--- config.mk ---
export PLATFORM = sky130hd
export DESIGN_NAME = msrv32_dmem_ahb_master
export DESIGN_NICKNAME = d
export VERILOG_FILES = /design/src/rtl/msrv32_dmem_ahb_master.sv
export SDC_FILE = /design/constraint.sdc
export NUM_CORES = 1
export LEC_CHECK = 0
export BUFFER_PORTS_ARGS = -buffer_cell sky130_fd_sc_hd__buf_4
export CELL_PAD_IN_SITES_DETAIL_PLACEMENT = 1
export CELL_PAD_IN_SITES_GLOBAL_PLACEMENT = 1
export CORE_UTILIZATION = 30
export CTS_CLUSTER_SIZE = 20
export DETAILED_ROUTE_END_ITERATION = 6
export PLACE_DENSITY = 0.61
export SKIP_LAST_GASP = 1
export SYNTH_ARGS = -nofsm -noshare
export SYNTH_HDL_FRONTEND = slang
export SYNTH_SLANG_ARGS = --single-unit
--- constraint.sdc ---
create_clock -name ms_riscv32_mp_clk_in -period 2.1 [get_ports ms_riscv32_mp_clk_in]
set_input_delay 0.315 -clock ms_riscv32_mp_clk_in [delete_from_list [all_inputs] [get_ports ms_riscv32_mp_clk_in]]
set_output_delay 0.315 -clock ms_riscv32_mp_clk_in [all_outputs]
set_load 0.005 [all_outputs]
--- src/rtl/msrv32_dmem_ahb_master.sv ---
// msrv32_dmem_ahb_master: core data-memory requests to AHB-lite master transfers.
// Optional `MSRV32_DMEM_ERR_CANCEL_EN drops queued work on the first ERROR cycle.
module msrv32_dmem_ahb_master #(
  parameter logic [3:0] HPROT_VAL = 4'b0011
) (
  input  logic        ms_riscv32_mp_clk_in,
  input  logic        ms_riscv32_mp_rst_n_in,
  input  logic [31:0] dmaddr_in,
  input  logic [31:0] dmdata_in,
  input  logic [3:0]  dmwr_mask_in,
  input  logic        dmwr_req_in,
  input  logic        dmrd_req_in,
  input  logic [1:0]  dmrd_size_in,
  output logic        core_ready_out,
  output logic [31:0] rdata_out,
  output logic        rd_valid_out,
  output logic        err_out,
  output logic [31:0] ahb_haddr_out,
  output logic [1:0]  ahb_htrans_out,
  output logic        ahb_hwrite_out,
  output logic [2:0]  ahb_hsize_out,
  output logic [3:0]  ahb_hprot_out,
  output logic [31:0] ahb_hwdata_out,
  input  logic        ahb_hready_in,
  input  logic        ahb_hresp_in,
  input  logic [31:0] ahb_hrdata_in
);
  logic        acc, xfer;
  logic [2:0]  wsize, rsize, nsize;
  logic [1:0]  woff;
  logic [31:0] naddr;
  logic        aph_valid, dph_valid, dph_write, pend_valid, pend_write, cancel_blk;
  logic [31:0] aph_data, pend_addr, pend_data;
  logic [2:0]  pend_size;
  always_comb begin
    wsize = (dmwr_mask_in == 4'b0011 || dmwr_mask_in == 4'b1100) ? 3'b001 :
            $onehot(dmwr_mask_in) ? 3'b000 : 3'b010;
    woff  = (dmwr_mask_in == 4'b0010) ? 2'd1 :
            (dmwr_mask_in == 4'b0100 || dmwr_mask_in == 4'b1100) ? 2'd2 :
            (dmwr_mask_in == 4'b1000) ? 2'd3 : 2'd0;
  end
  assign rsize          = (dmrd_size_in == 2'b11) ? 3'b010 : {1'b0, dmrd_size_in};
  assign nsize          = dmwr_req_in ? wsize : rsize;
  assign naddr          = dmwr_req_in ? {dmaddr_in[31:2], woff} : dmaddr_in;
  assign core_ready_out = !pend_valid && !cancel_blk;
  assign acc            = (dmwr_req_in || dmrd_req_in) && core_ready_out;
  // an all-zero write mask is accepted but never reaches the bus
  assign xfer           = acc && (dmwr_req_in ? |dmwr_mask_in : 1'b1);
  assign ahb_htrans_out = {aph_valid, 1'b0};
  assign ahb_hprot_out  = HPROT_VAL;
`ifndef MSRV32_DMEM_ERR_CANCEL_EN
  assign cancel_blk = 1'b0;
`endif
  always_ff @(posedge ms_riscv32_mp_clk_in or negedge ms_riscv32_mp_rst_n_in) begin
    if (!ms_riscv32_mp_rst_n_in) begin
      aph_valid      <= 1'b0;
      dph_valid      <= 1'b0;
      dph_write      <= 1'b0;
      pend_valid     <= 1'b0;
      pend_write     <= 1'b0;
      pend_addr      <= '0;
      pend_data      <= '0;
      pend_size      <= 3'b010;
      aph_data       <= '0;
      ahb_haddr_out  <= '0;
      ahb_hsize_out  <= 3'b010;
      ahb_hwrite_out <= 1'b0;
      ahb_hwdata_out <= '0;
      rdata_out      <= '0;
      rd_valid_out   <= 1'b0;
      err_out        <= 1'b0;
`ifdef MSRV32_DMEM_ERR_CANCEL_EN
      cancel_blk     <= 1'b0;
`endif
    end else begin
      rd_valid_out <= 1'b0;
      err_out      <= 1'b0;
      if (ahb_hready_in) begin
        if (dph_valid) begin
          err_out      <= ahb_hresp_in;
          rd_valid_out <= !ahb_hresp_in && !dph_write;
          if (!ahb_hresp_in && !dph_write) rdata_out <= ahb_hrdata_in;
        end
        dph_valid      <= aph_valid;
        dph_write      <= ahb_hwrite_out;
        ahb_hwdata_out <= aph_data;
        if (pend_valid) begin
          aph_valid      <= 1'b1;
          ahb_haddr_out  <= pend_addr;
          ahb_hsize_out  <= pend_size;
          ahb_hwrite_out <= pend_write;
          aph_data       <= pend_data;
          pend_valid     <= 1'b0;
        end else if (xfer) begin
          aph_valid      <= 1'b1;
          ahb_haddr_out  <= naddr;
          ahb_hsize_out  <= nsize;
          ahb_hwrite_out <= dmwr_req_in;
          aph_data       <= dmdata_in;
        end else begin
          aph_valid <= 1'b0;
        end
      end else if (xfer) begin
        pend_valid <= 1'b1;
        pend_addr  <= naddr;
        pend_size  <= nsize;
        pend_write <= dmwr_req_in;
        pend_data  <= dmdata_in;
      end
`ifdef MSRV32_DMEM_ERR_CANCEL_EN
      cancel_blk <= 1'b0;
      // first ERROR cycle: abandon everything queued behind the failing transfer
      if (dph_valid && !ahb_hready_in && ahb_hresp_in) begin
        aph_valid  <= 1'b0;
        pend_valid <= 1'b0;
        cancel_blk <= 1'b1;
      end
`endif
    end
  end
endmodule

# ---- Word level (Yosys, flattened, before mapping)
# Index checks and enable logic that the tools add are counted.
dict set report op_classes {
  n_reduce_logical 15
  n_eq_ne 7
  n_bitwise 1
  addsub 3
  mux 25
}
# cell count
set op_table {}
lappend op_table {{2-to-1 mux 32 bit} 4}
lappend op_table {{2-to-1 mux 2 bit} 8}
lappend op_table {{2-to-1 mux 1 bit} 11}
lappend op_table {{equality test 4 x 2 -> 1 bit (second input constant)} 2}
lappend op_table {{equality test 4 bit (second input constant)} 2}
lappend op_table {{2-to-1 mux 3 bit} 2}
lappend op_table {{adder 1 x 1 -> 2 bit} 2}
lappend op_table {{equality test 4 x 3 -> 1 bit (second input constant)} 1}
lappend op_table {{AND reduction 2 bit} 2}
lappend op_table {{nonzero test 2 bit} 2}
lappend op_table {{OR reduction 4 bit} 1}
lappend op_table {{adder 2 x 2 -> 3 bit} 1}
lappend op_table {{equality test 3 x 1 -> 1 bit (second input constant)} 1}
lappend op_table {{logical AND 1 bit} 3}
lappend op_table {{zero test 1 bit} 3}
lappend op_table {{logical OR 1 bit} 3}
lappend op_table {{AND reduction 3 bit} 1}
lappend op_table {{equality test 2 bit (second input constant)} 1}
lappend op_table {{inverter 1 bit} 1}
dict set report word_totals {
  out_inout_bits 109
  regBits 206
  word_cells 67
  input_bits 108
}

# ---- Logic depth before layout (Yosys ltp)
# Gate-level depths: netlist (run 1).
dict set report depth {
  word_depth 8
  ltp_mapped 9
}

# ---- Worst setup path before layout (run 1)
# No wires, ideal clock.
dict set report synth_path {
  path_type {input to register}
  startpoint {input port dmwr_mask_in[0]}
  endpoint {register ahb_hsize_out[1]}
  stages 9
  setup_ps 79
  path_slack_ps -53
  arrival_ps 2075
  n_path_buf 0
  cell_sequence {inv_1 > fa_1 > inv_1 > ha_1 > ha_1 > nor3b_1 > a2111oi_0 > nor3_1 > o21ai_0}
}
dict set report synth_between {
  elab_chain_len 8
}
# item line
set synth_rtl {}
lappend synth_rtl {{start: declaration} 10} ;# input logic [3:0] dmwr_mask_in,
lappend synth_rtl {{adder 1 x 1 -> 2 bit (implied by the code)} 37} ;# $onehot(dmwr_mask_in) ? 3'b000 : 3'b010;
lappend synth_rtl {{adder 2 x 2 -> 3 bit (implied by the code)} 37}
lappend synth_rtl {{equality test 3 x 1 -> 1 bit} 37}
lappend synth_rtl {{2-to-1 mux 2 bit} 37}
lappend synth_rtl {{2-to-1 mux 2 bit} 36} ;# wsize = (dmwr_mask_in == 4'b0011 || dmwr_mask_in == 4'b1100) ? 3'b001 :
lappend synth_rtl {{2-to-1 mux 2 bit} 43} ;# assign nsize = dmwr_req_in ? wsize : rsize;
lappend synth_rtl {{2-to-1 mux 3 bit} 94} ;# end else if (xfer) begin
lappend synth_rtl {{2-to-1 mux 3 bit} 87} ;# if (pend_valid) begin
lappend synth_rtl {{end signal: assignment} 90} ;# ahb_hsize_out <= pend_size;
lappend synth_rtl {{end signal: assignment} 97} ;# ahb_hsize_out <= nsize;
lappend synth_rtl {{end: declaration} 21} ;# output logic [2:0] ahb_hsize_out,
# Several ways; a longest one is shown, not always the timed one. The select of a mux whose other input is x is not followed.
# A chain may end at the register's enable or synchronous reset.

# ---- Worst setup path in the final report (run 1)
dict set report layout_path {
  startpoint {register pend_valid}
  endpoint {output port core_ready_out}
}
dict set report layout_between {
  elab_chain_len 1
}
# item line
set layout_rtl {}
lappend layout_rtl {{start: declaration} 32} ;# logic aph_valid, dph_valid, dph_write, pend_valid, pend_write, cancel_blk;
lappend layout_rtl {{start signal: assignment} 59} ;# pend_valid <= 1'b0;
lappend layout_rtl {{start signal: assignment} 93} ;# pend_valid <= 1'b0;
lappend layout_rtl {{start signal: assignment} 104} ;# pend_valid <= 1'b1;
lappend layout_rtl {{zero test 1 bit} 45} ;# assign core_ready_out = !pend_valid && !cancel_blk;
lappend layout_rtl {{end: declaration} 14} ;# output logic core_ready_out,
# Every way passes these cells.

==> results.ini, run 1 <==
[critical_path]
crit_end=core_ready_out
critPathLaunch=pend_valid
critPathRequiredTime_ns=1.78
arrival_ns=1.65
r2r_start=pend_valid
path_class=reg2out
end_kind=primary output
cp_max_fo=28
r2r-end=aph_data[16]
reg2reg_depth=4
reg2reg_setup_slack_ns=0.38
setup.worst_path.start_class=flop

[synthesis]
synthSimpleGateAreaFrac_pct=4.32
yosys-top-cells-area=dfrtp_1 59%, mux2_2 11%, mux2i_1 7.5%
yosysMostFrequentCell=dfrtp_1
avgSynthCellArea_um2=13.6
async_flop_share_pct=100
synth_common_cells=202 x dfrtp_1, 85 x mux2_2, 68 x nand2_1, 68 x o21ai_0, 64 x mux2i_1
synth_compound_area_share_pct=5.53
synthCells=633
synth_xor_area_share_pct=0
yosysSeqAreaShare_pct=59.4
synth_mux_area_share_pct=26.2
synth_cell_types=35
synth_edf_count=0
yosys_warnings=0
synthAdderAreaFrac_pct=0.961
synth_ff_type=dfrtp_1
synth.ff_latch_count=204
synth_top_area_share_pct=58.8
synthesis.area_mm2=0.00860
synth_top_cell_by_area=dfrtp_1
synth_top_family_by_area=multiplexers

[clocking]
post_cts_buffers=0
insertion_delay_ns=0.51
h-tree-depth=1
numCtsBuffers=25
path_clk_slew_ns=0.06
tritoncts=done
cts_sinks=204
cts_max_path_buffers=3
cts_root_buffer=clkbuf_16

[floorplanning]
fp.dieW_um=171
die_height_um=171
core-area_mm2=0.0280
io_pins=217
core.rowCount=61
start_util_pct=30.7
dieArea_mm2=0.0293

[sta]
finClkSkew_ns=0.0126
worst_pin_slew_ns=0.771
final.min_clock_period_ns=1.96
finalCritPeriodShare_pct=93.5
relSlewSlack_pct=48.6
finalSetupViolCount=0
max_freq_mhz=509
hold_viol_final=0
timing.final.max_slew_violations=0
rsz0062_at_grt=no

[status]
outcome=complete, no violations

[final_layout]
nets=992
register_area_mm2=0.00511
n_fill_cell=2991
diodes=0
multiInputGateArea_mm2=0.00322
drive_above_1_share_pct=46.3
syn2layout_area_growth_pct=36.9
finish.utilization_pct=42.0

[grt]
grt_max_degree=58
grt_pass1_vias=6132
track_usage_pct=14.8
grt_antenna_before_repair=0
grt_pass1_wl_um=34300
gr-total-overflow=0

[route]
drtPass1Iterations=4
wire_per_inst_um=16.7
via_per_inst=4.46
drt_iter0_markers=160
drc=0
drtAntennaViolNets=0
route.vias.total=5668
wirelength_um=21300

[worst_hold_path]
hold_path.class=in2reg

[placement]
gp_routability_congestion=0.676
portBuffers=210
dp.final_hpwl_um=14700

[pwr]
p_total_w=0.0120
leakage_nw=5.57
p_per_area_mw_per_mm2=1020
peakVddDrop_mv=0.488

[flow_run]
max_cap_violations=0

-- registers in the layout, indices dropped and copies added (netlist names) --
signal          count
aph_valid           1
ahb_hwdata_out     32
ahb_haddr_out      32
pend_valid          1
pend_addr          32
ahb_hwrite_out      1
aph_data           32
ahb_hsize_out       2
dph_valid           1
rdata_out          32
dph_write           1
pend_data          32
rd_valid_out        1
pend_write          1
pend_size           2
err_out             1
-- power by group --
| group | internal, W | switching [W] |
|---|---|---|
| Sequential | 0.00484 | 0.000471 |
| Clock | 0.00243 | 0.00164 |
| Combinational | 0.00166 | 0.000973 |
| Total | 0.00894 | 0.00308 |
-- cells in the final DEF, fill, tap and decap left out, types with 3 or more instances in the layout --
master,synthesis,routed
mux2i_1,64,64
nor2_1,12,12
clkinv_2,0,3
buf_4,7,229
a211oi_1,3,3
inv_1,8,8
conb_1,2,6
ha_1,5,5
dfrtp_1,202,201
clkbuf_1,11,6
o21ai_0,68,68
mux2_1,5,5
a21oi_1,6,6
nor2b_1,3,3
clkbuf_8,0,8
clkbuf_16,0,25
mux2_4,40,40
buf_12,0,13
dlygate4sd3_1,0,14
nand2_1,68,68
mux2_2,85,85
-- cell families (layout without fill, tap and decap cells) --
family	Yosys count	in the layout
flops	204	204
mux	194	194
simple gates	90	90
compound gates	85	85
buf+inv	52	309
fa+ha+maj	6	6
other cells	2	6
-- critical path, cell delays in order (launching register included) --
cell and delay, ns:
dfrtp_4 0.46, buf_8 0.29, inv_1 0.19, buf_4 0.18
-- per-layer routing --
layer	track usage (%)	vias to the layer above	part of all wire (%)
met5	0	-	0
met4	4.15	0	2.0
met3	3.70	31	6.8
met2	24.3	157	47
met1	19.3	2798	44
li1	-	2682	-
-- timing repair --
item / CTS / global route
hold buffers: 14 / 0
hold endpoints to repair: 53 / 0
setup endpoints to repair: 1 / 1
gates resized for setup: 1 / 2
-- worst min-delay path by stage --
| stage | startpoint | endpoint | slack (ns) | cells after the start |
|---|---|---|---|---|
| after floorplan | ms_riscv32_mp_rst_n_in | ahb_haddr_out[0] | 0.02 | 0 |
| after global placement | ms_riscv32_mp_rst_n_in | pend_data[9] | 0.30 | 1 |
| after detailed placement | ms_riscv32_mp_rst_n_in | pend_data[9] | 0.30 | 1 |
| after CTS | ahb_hrdata_in[22] | rdata_out[22] | 0.0003 | 2 |
| after global routing | ahb_hrdata_in[23] | rdata_out[23] | 0.01 | 2 |
| final | ahb_hrdata_in[21] | rdata_out[21] | 0.04 | 2 |
-- area by class of cell --
type / instances / share of cell area (%)
Clock buffer: 38 / 6.33
Clock inverter: 5 / 0.298
Inverter: 8 / 0.255
Tap cell: 378 / 4.02
Sequential cell: 204 / 43.4
Timing Repair Buffer: 258 / 18.3
Multi-Input combinational cell: 381 / 27.4
-- through the flow --
step                      cells  setup slack, ns  hold WS [ns]  setup TNS (ns)  cell area [um2]
after floorplan             637          0.00281        0.0194               0             8610
after global placement     1215           -0.212         0.298           -6.90            10800
after detailed placement   1215           -0.239         0.297           -7.68            10800
after CTS                  1272           0.0166      0.000293               0            11800
after global routing       1272           0.0482        0.0133               0            11800
final                      1272            0.136        0.0363               0            11800
No activity file was read; power rests on OpenSTA's default activity.
==> inputs of run 2 (changes only) <==
--- a/config.mk
+++ b/config.mk
@@ -11,6 +11,7 @@
 export CORE_UTILIZATION = 30
 export CTS_CLUSTER_SIZE = 20
 export DETAILED_ROUTE_END_ITERATION = 6
+export HOLD_SLACK_MARGIN = 0.15
 export PLACE_DENSITY = 0.61
 export SKIP_LAST_GASP = 1
 export SYNTH_ARGS = -nofsm -noshare
==> run 2 against run 1 <==
Critical path depth stayed put; register-to-register slack about the same; core utilization grew 3.0 points; routed wire length rose by 7.2%; count of clock-buffer cells in the layout stayed put; cell count grew 6.5%; via count up 6.4%; combinational power increased by 6%; clock power is essentially flat; sequential share of layout area decreased by 2.9 points.
==> results.ini, run 2 (synthesis gave the netlist of run 1 again) <==
[critical_path]
path_class=reg2out
r2r_start=pend_valid
reg2reg_depth=5  ; +1
critPathRequiredTime_ns=1.78  ; about the same
setup.worst_path.start_class=flop
r2r-end=ahb_haddr_out[19]
arrival_ns=1.70  ; +0.05 ns
end_kind=primary output
reg2reg_setup_slack_ns=0.38  ; about the same
cp_max_fo=28  ; unchanged

[final_layout]
nets=1075  ; +8.4%
drive_above_1_share_pct=42.4  ; -3.9 points
diodes=0  ; unchanged
layout_commonest_cell=buf_4
layout_common_cells=229 x buf_4, 201 x dfrtp_1, 97 x dlygate4sd3_1, 85 x mux2_2
syn2layout_area_growth_pct=46.5

[sta]
max_freq_mhz=497  ; -2.4%
timing.final.max_slew_violations=0  ; unchanged
final.min_clock_period_ns=2.01  ; +0.0485 ns
worst_pin_slew_ns=0.763  ; -0.00783 ns
finClkSkew_ns=0.0142  ; +0.00163 ns
finalSetupViolCount=0  ; unchanged
relSlewSlack_pct=49.1  ; +0.52 points
final.setup.tns_ns=0  ; unchanged
hold_viol_final=0  ; unchanged
layout_setup_ws_ns=0.0873  ; -0.0485 ns
finalCritPeriodShare_pct=95.8  ; +2.3 points

[clocking]
cts_max_path_buffers=3  ; unchanged
cts_root_buffer=clkbuf_16
post_cts_buffers=0  ; unchanged
numCtsBuffers=25  ; unchanged
tritoncts=done
insertion_delay_ns=0.51  ; about the same
path_clk_slew_ns=0.06  ; about the same
h-tree-depth=1  ; unchanged
cts_sinks=204  ; unchanged

[floorplanning]
fp.dieW_um=171  ; unchanged
core-area_mm2=0.0280  ; unchanged
die_height_um=171  ; unchanged
core.rowCount=61  ; unchanged
start_util_pct=30.7  ; unchanged
io_pins=217  ; unchanged
dieArea_mm2=0.0293  ; unchanged

[grt]
grt_max_degree=58  ; unchanged
grt_pass1_vias=6726  ; +9.7%
gr-total-overflow=0  ; unchanged
grt_pass1_wl_um=36900  ; +7.6%
track_usage_pct=15.9  ; +1.1 points
grt_antenna_before_repair=0  ; unchanged

[worst_hold_path]
hold-path-endpoint=aph_valid
hold_path.class=in2reg
min_path_cells=2  ; unchanged
hp-start=ahb_hready_in

[placement]
portBuffers=210  ; unchanged
preCtsSetupSlack_ns=-0.239  ; unchanged
dp.final_hpwl_um=14700  ; unchanged
gp_routability_congestion=0.676  ; unchanged

[route]
via_per_inst=4.45  ; -0.11%
wire_per_inst_um=16.8  ; +0.60%
drc=0  ; unchanged
route.vias.total=6031  ; +6.4%
wirelength_um=22800  ; +7.2%
drt_iter0_markers=183  ; +14%
drtAntennaViolNets=0  ; unchanged
drtPass1Iterations=4  ; unchanged

[pwr]
leakage_nw=5.92  ; +6.2%
peakVddDrop_mv=0.488  ; about the same
p_total_w=0.0122  ; +1.6%
p_per_area_mw_per_mm2=969  ; -5.1%

[flow_run]
max_cap_violations=0  ; unchanged

[status]
outcome=complete, no violations

run 2: cell count changes in the layout (fill, tap and decap cells not counted):
cell and delta:
clkbuf_8 +1, dlygate4sd3_1 +83, buf_8 -1
run 2: metrics by stage:
step / cell area, um2 / utilization, % / std cells / hold slack, ns
global placement: 10800 / 38.7 / 1215 / 0.298
CTS: 12600 / 45.0 / 1355 / 0.151
floorplan: 8610 / - / 637 / 0.0194
finish: 12600 / 45.0 / 1355 / 0.158
detailed placement: 10800 / 38.7 / 1215 / 0.297
global route: 12600 / 45.0 / 1355 / 0.176
run 2: repair_timing:
item,CTS,global route
hold buffers,97,0
endpoints found under the hold margin,237,0
setup endpoints to repair,1,1
resized for setup,1,1
run 2: report_power, final:
group | switching, W | total [W] | internal, W
clock network | 0.00164 | 0.00408 | 0.00243
registers | 0.000490 | 0.00533 | 0.00484
logic | 0.00104 | 0.00280 | 0.00176
run 2: layout make-up:
| class | instances | area, um2 |
|---|---|---|
| sequential | 204 | 5110 |
| clock inverter | 5 | 35.0 |
| clock buffer | 38 | 744 |
| timing repair buffer | 341 | 2980 |
| tap | 378 | 473 |
| inverter | 8 | 30.0 |
| fill | 2964 | 15400 |
| multi-input combinational | 381 | 3220 |
run 2: worst max-delay path by stage:
stage / to / start / cells after the start / slack [ns]
after floorplan: ahb_hsize_out[1] / dmwr_mask_in[0] / 9 / 0.003
after global placement: ahb_hsize_out[1] / dmwr_mask_in[0] / 11 / -0.21
after detailed placement: ahb_hsize_out[1] / dmwr_mask_in[0] / 11 / -0.24
after CTS: core_ready_out / pend_valid / 3 / 0.02
after global routing: core_ready_out / pend_valid / 3 / -0.001
final: core_ready_out / pend_valid / 3 / 0.09
run 2: worst max-delay path, stage by stage, from the launching register on:
cell,delay (ns)
dfrtp_4,0.46
clkbuf_8,0.34
inv_1,0.19
buf_4,0.18
run 2: per-layer routing:
layer  up-vias  wire (um)  GRT usage [%]
met1      2999       9980           20.5
met4         0        434           4.19
met2       157      11100           27.3
met3        31       1230           3.06
li1       2844          -              -
met5         -          0              0
